**src/rtl/conv_pass_sequencer.sv**
```systemverilog
`default_nettype none
// ============================================================================
//  Module      : conv_pass_sequencer
//  Description : Start/busy/task_over sequencer for the conv -> accumulate ->
//                maxpool datapath. Runs a configurable number of
//                input-channel passes over one ROW_NUM x COL_NUM feature map,
//                gating the conv line buffer and steering the accumulate,
//                partial-sum read and maxpool valids per pass.
//                Optional macro SEQ_STALL_CNT_EN adds the stall_cnt output.
//  Revision    : 1.0 - initial release
// ============================================================================
module conv_pass_sequencer #(
    parameter int COL_NUM  = 128,
    parameter int ROW_NUM  = 128,
    parameter int FILL_LAT = 2 * COL_NUM,
    parameter int PASS_MAX = 8,
    parameter int CNT_W    = 32
) (
    input  logic       clk,
    input  logic       rst_n,
    input  logic       start,
    input  logic       abort,
    input  logic [7:0] cfg_pass_num,
    input  logic       pixel_valid,
    output logic       busy,
    output logic [7:0] pass_idx,
    output logic       rst_n_conv,
    output logic       valid_in_conv,
    output logic       valid_in_accu,
    output logic       valid_in_rd_en,
    output logic       valid_in_maxpool,
    output logic       task_over
`ifdef SEQ_STALL_CNT_EN
    ,
    output logic [31:0] stall_cnt
`endif
);

    localparam logic [CNT_W-1:0] PIX_LAST = CNT_W'(COL_NUM * ROW_NUM - 1);
    localparam logic [CNT_W-1:0] FILL_C   = CNT_W'(FILL_LAT);
    localparam logic [7:0]       PASS_LIM = 8'(PASS_MAX);

    typedef enum logic [1:0] {
        S_IDLE = 2'd0,
        S_PASS = 2'd1,
        S_GAP  = 2'd2,
        S_DONE = 2'd3
    } state_t;

    state_t           state;
    logic [CNT_W-1:0] pix_cnt;
    logic [7:0]       pass_num;
    logic [7:0]       cfg_clamped;
    logic             fill_ok;
    logic             last_pass;
    logic             start_ok;

    // Pass count clamp: zero means one pass, anything above the limit saturates.
    always_comb begin
        cfg_clamped = cfg_pass_num;
        if (cfg_pass_num == 8'd0) begin
            cfg_clamped = 8'd1;
        end else if (cfg_pass_num > PASS_LIM) begin
            cfg_clamped = PASS_LIM;
        end
    end

    assign fill_ok   = (pix_cnt >= FILL_C);
    assign last_pass = (pass_idx == (pass_num - 8'd1));
    assign start_ok  = (state == S_IDLE) && start && !abort;

    // Sequencer FSM; every output is registered and reflects the state entered.
    always_ff @(posedge clk or negedge rst_n) begin
        if (!rst_n) begin
            state            <= S_IDLE;
            pix_cnt          <= '0;
            pass_num         <= 8'd1;
            pass_idx         <= 8'd0;
            busy             <= 1'b0;
            rst_n_conv       <= 1'b1;
            valid_in_conv    <= 1'b0;
            valid_in_accu    <= 1'b0;
            valid_in_rd_en   <= 1'b0;
            valid_in_maxpool <= 1'b0;
            task_over        <= 1'b0;
        end else begin
            task_over  <= 1'b0;
            rst_n_conv <= 1'b1;
            case (state)
                S_IDLE: begin
                    busy             <= 1'b0;
                    valid_in_conv    <= 1'b0;
                    valid_in_accu    <= 1'b0;
                    valid_in_rd_en   <= 1'b0;
                    valid_in_maxpool <= 1'b0;
                    if (start_ok) begin
                        pass_num      <= cfg_clamped;
                        pix_cnt       <= '0;
                        pass_idx      <= 8'd0;
                        busy          <= 1'b1;
                        valid_in_conv <= 1'b1;
                        state         <= S_PASS;
                    end
                end
                S_PASS: begin
                    // A valid follows each accepted pixel once the window is filled.
                    valid_in_accu    <= pixel_valid && fill_ok;
                    valid_in_rd_en   <= pixel_valid && fill_ok && (pass_idx != 8'd0);
                    valid_in_maxpool <= pixel_valid && fill_ok && last_pass;
                    if (pixel_valid) begin
                        if (pix_cnt == PIX_LAST) begin
                            pix_cnt       <= '0;
                            valid_in_conv <= 1'b0;
                            rst_n_conv    <= 1'b0;
                            state         <= S_GAP;
                        end else begin
                            pix_cnt <= pix_cnt + 1'b1;
                        end
                    end
                end
                S_GAP: begin
                    valid_in_accu    <= 1'b0;
                    valid_in_rd_en   <= 1'b0;
                    valid_in_maxpool <= 1'b0;
                    pix_cnt          <= '0;
                    if (last_pass) begin
                        task_over <= 1'b1;
                        state     <= S_DONE;
                    end else begin
                        pass_idx      <= pass_idx + 8'd1;
                        valid_in_conv <= 1'b1;
                        state         <= S_PASS;
                    end
                end
                S_DONE: begin
                    busy             <= 1'b0;
                    valid_in_accu    <= 1'b0;
                    valid_in_rd_en   <= 1'b0;
                    valid_in_maxpool <= 1'b0;
                    state            <= S_IDLE;
                end
                default: begin
                    state <= S_IDLE;
                    busy  <= 1'b0;
                end
            endcase

            // Abort overrides whatever the state above decided and pulses the
            // line-buffer clear once; pass_idx keeps its value like after DONE.
            if (abort && (state != S_IDLE)) begin
                state            <= S_IDLE;
                pix_cnt          <= '0;
                pass_idx         <= pass_idx;
                busy             <= 1'b0;
                rst_n_conv       <= 1'b0;
                valid_in_conv    <= 1'b0;
                valid_in_accu    <= 1'b0;
                valid_in_rd_en   <= 1'b0;
                valid_in_maxpool <= 1'b0;
                task_over        <= 1'b0;
            end
        end
    end

`ifdef SEQ_STALL_CNT_EN
    // Saturating count of PASS cycles without an input pixel; kept after the task.
    always_ff @(posedge clk or negedge rst_n) begin
        if (!rst_n) begin
            stall_cnt <= 32'd0;
        end else if (start_ok) begin
            stall_cnt <= 32'd0;
        end else if ((state == S_PASS) && !pixel_valid && (stall_cnt != 32'hFFFF_FFFF)) begin
            stall_cnt <= stall_cnt + 32'd1;
        end
    end
`endif

endmodule
`default_nettype wire

```
**config.mk**
```make
export PLATFORM = sky130hd
export DESIGN_NAME = conv_pass_sequencer
export DESIGN_NICKNAME = d
export VERILOG_FILES = /design/src/rtl/conv_pass_sequencer.sv
export SDC_FILE = /design/constraint.sdc
export NUM_CORES = 1
export LEC_CHECK = 0
export ABC_AREA = 0
export CAP_MARGIN = 20
export CORE_UTILIZATION = 55
export DETAILED_ROUTE_END_ITERATION = 16
export PLACE_DENSITY_LB_ADDON = 0.25
export SYNTH_ARGS = -nofsm -noshare
export SYNTH_HDL_FRONTEND = slang
export SYNTH_SLANG_ARGS = --single-unit
```
**constraint.sdc**
```tcl
create_clock -name clk -period 2.85 [get_ports clk]
set_input_delay 0.285 -clock clk [delete_from_list [all_inputs] [get_ports clk]]
set_output_delay 0.285 -clock clk [all_outputs]
set_load 0.02 [all_outputs]
```
Word level (Yosys, flattened, before mapping)
Index checks and enable logic that the tools add are counted.
{"block": "classes", "addsub": 3, "order_cmp": 2, "eq_ne": 11, "muxes": 37, "bitwise_logic": 1, "reduce_logical": 20}
{"operator": "two-way mux 32 bit", "count": 4}
{"operator": "case mux 32 bit (3 select lines)", "count": 1}
{"operator": "adder 32 x 1 -> 32 bit, second input constant", "count": 1}
{"operator": "equality test 32 x 14 -> 1 bit, second input constant", "count": 1}
{"operator": "greater-or-equal comparator 32 x 9 -> 1 bit, second input constant", "count": 1}
{"operator": "two-way mux 8 bit", "count": 4}
{"operator": "two-way mux 1 bit", "count": 16}
{"operator": "case mux 8 bit (2 select lines)", "count": 1}
{"operator": "two-way mux 2 bit", "count": 5}
{"operator": "!= test 3 bit, second input constant", "count": 3}
{"operator": "adder 8 x 1 -> 8 bit, second input constant", "count": 1}
{"operator": "equality test 8 bit", "count": 1}
{"operator": "greater-than comparator 8 x 4 -> 1 bit, second input constant", "count": 1}
{"operator": "logical NOT 8 bit", "count": 1}
{"operator": "case mux 1 bit (2 select lines)", "count": 4}
{"operator": "case mux 2 bit (4 select lines)", "count": 1}
{"operator": "AND reduction 4 bit", "count": 2}
{"operator": "nonzero test 8 bit", "count": 1}
{"operator": "subtractor 8 x 1 -> 8 bit, second input constant", "count": 1}
{"operator": "logical AND 1 bit", "count": 6}
{"operator": "AND reduction 3 bit", "count": 2}
{"operator": "equality test 2 bit, second input constant", "count": 2}
{"operator": "!= test 2 bit, second input constant", "count": 2}
{"operator": "nonzero test 2 bit", "count": 2}
{"operator": "other kinds (10)", "count": 10}
{"block": "totals", "ff_bits": 57, "inputBits": 13, "out_inout_bits": 15, "word_cells": 85}

Longest topological paths before layout
{"block": "logic_depth", "word_depth": 6, "depth_mapped": 10, "mapped_depth_nobuf": 8}

Least setup slack after synthesis
OpenSTA, ideal clock, no wires.
{"block": "synth_timing", "kind": "register -> register", "from": "register pass_num[0]", "to": "register pass_idx[7]", "setup_time_ps": 79, "arrival_ps": 2075, "setup_slack_ps": 695, "stages_incl_launch_ff": 10, "path_buffers": 1, "path_cell_list": "dfstp_2 -> inv_1 -> ha_1 -> and3b_1 -> o21ai_1 -> o311ai_0 -> and3_1 -> buf_2 -> a2111oi_4 -> mux2i_1"}
{"block": "synth_between", "elab_chain_cells": 4}
{"element": "from (decl)", "line": "52", "rtl": "logic [7:0] pass_num;"}
{"element": "from (signal assigned)", "line": "97", "rtl": "pass_num <= cfg_clamped;"}
{"element": "subtractor 8 x 1 -> 8 bit", "line": "69", "rtl": "assign last_pass = (pass_idx == (pass_num - 8'd1));"}
{"element": "equality test 8 bit", "line": "69"}
{"element": "!= test 2 bit (no source line)"}
{"element": "AND reduction 4 bit (no source line)"}
{"element": "to (signal assigned)", "line": "130", "rtl": "pass_idx <= pass_idx + 8'd1;"}
{"element": "to (signal assigned)", "line": "153", "rtl": "pass_idx <= pass_idx;"}
{"element": "to (decl)", "line": "26", "rtl": "output logic [7:0] pass_idx,"}
Every way passes these cells.
A chain may end at the register's enable or synchronous reset.

Worst setup path in the final report
{"block": "layout_timing", "from": "register pass_num[0]", "to": "register valid_in_conv"}
{"block": "layout_between", "elab_chain_cells": 4}
{"element": "subtractor 8 x 1 -> 8 bit", "line": "69"}
{"element": "equality test 8 bit", "line": "69"}
{"element": "!= test 3 bit (no source line)"}
{"element": "AND reduction 4 bit (no source line)"}
{"element": "to (signal assigned)", "line": "81", "rtl": "valid_in_conv <= 1'b0;"}
{"element": "to (signal assigned)", "line": "92", "rtl": "valid_in_conv <= 1'b0;"}
{"element": "to (signal assigned)", "line": "101", "rtl": "valid_in_conv <= 1'b1;"}
{"element": "to (decl)", "line": "28", "rtl": "output logic valid_in_conv,"}
Every way passes these cells.

==> reports/results.tsv <==
stage	metric	value	unit
grt	met2 GRT Util	36.81	%
final_layout	layout cells sized above 1	11.14	%
yosys	synth warn	0	
placement	GPL Wtd Cong	0.8387	
sta	Final Hold Viols	0	
floorplanning	row count	28	
yosys	Main synth FF type	dfrtp_1	
routing	DRT iter0 DRCs	144	
routing	vias	2675	
clock_network	PostCTS Resize Cnt	0	
yosys	number of flops mapped to enable cells by yosys	0	
min_path	Hold Path Class	input pin to async pin	
grt	global-route wire length before repair	11.89	mm
sta	Final Setup Violations	0	
yosys	Avg Cell Area, Syn	9.469	sq um
clock_network	worst skew pair latency	0.34	ns
placement	Placed Area	0.003724	sq mm
grt	vias in the first global route	2518	
sta	Final Cycle Share	89.00	%
yosys	Mapped Area	0.003418	sq mm
yosys	count of cell types in the netlist	61	
sta	WHS	0.3978	ns
sta	RSZ-0062 raised after global routing	false	
placement	dpl ws	0.3918	ns
sta	Setup Skew	0.007602	ns
clock_network	clk slew on worst S/H paths	0.07	ns
sta	max-slew violations	0	
worst_setup_path	R2R Setup Slk	0.31	ns
yosys	post-synthesis sequential area ratio	41.80	%
worst_setup_path	critical path type	flip-flop to flip-flop	
final_layout	Nets	413	
worst_setup_path	Crit Reg-Reg Startpoint	pass_num[0]	
clock_network	CTS sink count	57	
worst_setup_path	critical path arrival	2.79	ns
final_layout	fin cells	470	
yosys	FFs w/ async S/R, synth	100.0	%
grt	met1 Usage GRT	33.36	%
floorplanning	IO Pins	28	
worst_setup_path	Worst path slowest cell	dfstp_2	
sta	setup total negative slack	0	ns
worst_setup_path	Setup crit start kind	flip-flop	
yosys	most frequent cell after synthesis	dfrtp_1	
sta	Highest Clock Rate	0.3942	GHz
worst_setup_path	Max FO, Critical Path	15	
placement	Detail Placement HPWL	5.064	mm
clock_network	Num CTS Buffers	9	
grt	M3 GR Usage	4.382	%
final_layout	n_diodes	0	
grt	pin count of the biggest net entering global routing	25	
pwr	pwr/cell area	681.2	mW/mm^2
clock_network	clock buffer depth	2	
run	MaxCap Viol Count	0	
yosys	post-synth net total	383	
routing	post-route DRC violation count	0	
yosys	area leader, netlist	dfrtp_1	
floorplanning	Starting Density	57.39	%
routing	wire per inst	15.14	microns
placement	DP Cell Count	454	
worst_setup_path	FF-to-FF End	valid_in_conv	
floorplanning	die area	0.006534	sq mm
yosys	synthesis-stage register bit count	57	
yosys	Synth top area share	40.26	%
final_layout	Final Cell Area	0.003963	sq mm
worst_setup_path	Worst R2R Path Depth	7	
worst_setup_path	crit end category	flip-flop	
floorplanning	core area	0.005956	sq mm
routing	final wirelength	7.117	mm
yosys	Mapped Cells	361	
pwr	total leakage power	1.706	nW
floorplanning	die width	80.84	microns
yosys	top cells by area, synth	dfrtp_1 40%, xor2_1 5.4%, nor2_1 4.2%	
sta	Max-Slew Margin vs Limit	60.55	%
grt	GRT overflow	0	
worst_setup_path	largest stage delay on the critical path	0.58	ns
worst_setup_path	crit path cell chain	inv_1, ha_1, xnor2_1, nor4_1, and3_1, nand4_1, a2bb2oi_1	
sta	worst-margin pin slew	0.5895	ns
clock_network	CTS tree	done	
status	status	finished clean	
routing	post-route ant nets	0	
grt	gr busiest metal	met2	
worst_setup_path	worst endpoint required time	3.11	ns
clock_network	CTS Root Cell	clkbuf_8	
yosys	Post-synth top cells	55 x dfrtp_1, 38 x nor2_1, 29 x nand2_1	
placement	Port Buffers	27	
routing	Detailed Routing Iterations Pass 1	4	
floorplanning	Die Height	80.84	microns
grt	GRT Resource Usage Total	24.07	%
pwr	worst vdd ir	567.9	uV
routing	Avg Vias per Cell	5.691	
final_layout	Area Overhead vs Synth	15.92	%
grt	number of antenna violations at the first check in global routing	0	
sta	worst setup margin	0.3134	ns
clock_network	H-tree depth	3	
sta	post-layout min period	2.537	ns
==> cell families (layout without fill, tap and decap cells) <==
family	after synthesis	in the layout	share of synthesized area [%]
simple gates	171	171	27.45
flops	57	57	41.80
buf+inv	29	63	4.209
compound gates	52	52	11.82
xor+xnor	33	33	8.455
fa+ha+maj	9	9	3.294
mux	10	10	2.965
==> critical path, delay by kind of cell, from the launching register on <==
family | cells | cell delay, ns
and+or+nand+nor | 3 | 1.17
adders and majority gates | 1 | 0.30
xor gates and xnor gates | 1 | 0.14
DFF | 1 | 0.58
buffers and inverters | 1 | 0.06
AOI/OAI and AO/OA | 1 | 0.21
==> cell type report <==
type,instances,area (sq um)
timing repair buffer,32,305.3
sequential,57,1429
clock inverter,2,60.06
clock buffer,13,168.9
multi-input combinational,275,1846
tap,75,93.84
fill,467,1993
inverter,16,60.06
==> sequential cells by signal (all words and copies together) (netlist names) <==
signal            flops
rst_n_conv            1
state                 2
pix_cnt              32
pass_idx              8
pass_num              8
task_over             1
valid_in_rd_en        1
busy                  1
valid_in_maxpool      1
valid_in_conv         1
valid_in_accu         1
==> metrics by stage <==
| step | power (W) | utilization [%] |
|---|---|---|
| final | 0.002699 | 66.53 |
| after global routing | 0.002851 | 66.53 |
| after CTS | 0.002722 | 66.53 |
| after detailed placement | 0.001835 | 62.52 |
| after global placement | 0.001811 | 62.52 |
| after floorplan | 0.001637 | - |
==> what timing repair did <==
item | 4_1_cts | 5_1_grt
hold buffers | 1 | 0
setup buffers | 0 | 0
endpoints found under the hold margin | 15 | 0
endpoints found under the setup margin | 0 | 0
==> worst max-delay path by stage <==
stage / from / to / slack (ns) / cells after the start
floorplan: pass_num[0] / pass_idx[7] / 0.70 / 9
finish: pass_num[0] / valid_in_conv / 0.31 / 7
detailed placement: pass_num[0] / pass_idx[7] / 0.39 / 8
global route: pass_num[0] / valid_in_conv / 0.22 / 7
global placement: pass_num[0] / pass_idx[7] / 0.47 / 8
CTS: pass_num[0] / valid_in_conv / 0.33 / 7
==> per-layer routing <==
layer	share of wire, %	up-vias
li1	-	1339
met1	47	1273
met2	47	56
met3	4.6	7
met4	1.1	0
met5	0	-
==> placed cells by master, fill, tap and decap left out, types with 2 or more instances in the layout <==
master and count:
dfrtp_1 55, nor2_1 38, nand2_1 29, clkdlybuf4s50_1 26, xor2_1 21, nand3_1 20, nand4_1 17, inv_1 16
xnor2_1 12, a21oi_1 12, clkbuf_8 12, o21ai_0 11, nand2b_1 9, mux2i_1 9, ha_1 9, nor3_1 8
and3_1 8, and2_1 7, nor4_1 6, a41oi_1 5, nor2_2 4, buf_4 4, o21ai_1 3, a22o_1 3
nor2b_1 2, nand3b_1 2, a31oi_1 2, or2b_2 2, or4_1 2, nor4b_1 2, and4_1 2, a211oi_4 2
and3_2 2, o22ai_1 2, bufinv_16 2, dfstp_2 2
==> report_power, final <==
| group | switching [W] | internal (W) | leakage (nW) |
|---|---|---|---|
| combinational | 0.000553 | 0.000333 | 0.812 |
| sequential | 0.0000681 | 0.000868 | 0.778 |
| clock | 0.000318 | 0.000560 | 0.116 |
| total | 0.000939 | 0.00176 | 1.71 |
(Power assumes the default switching activity.)
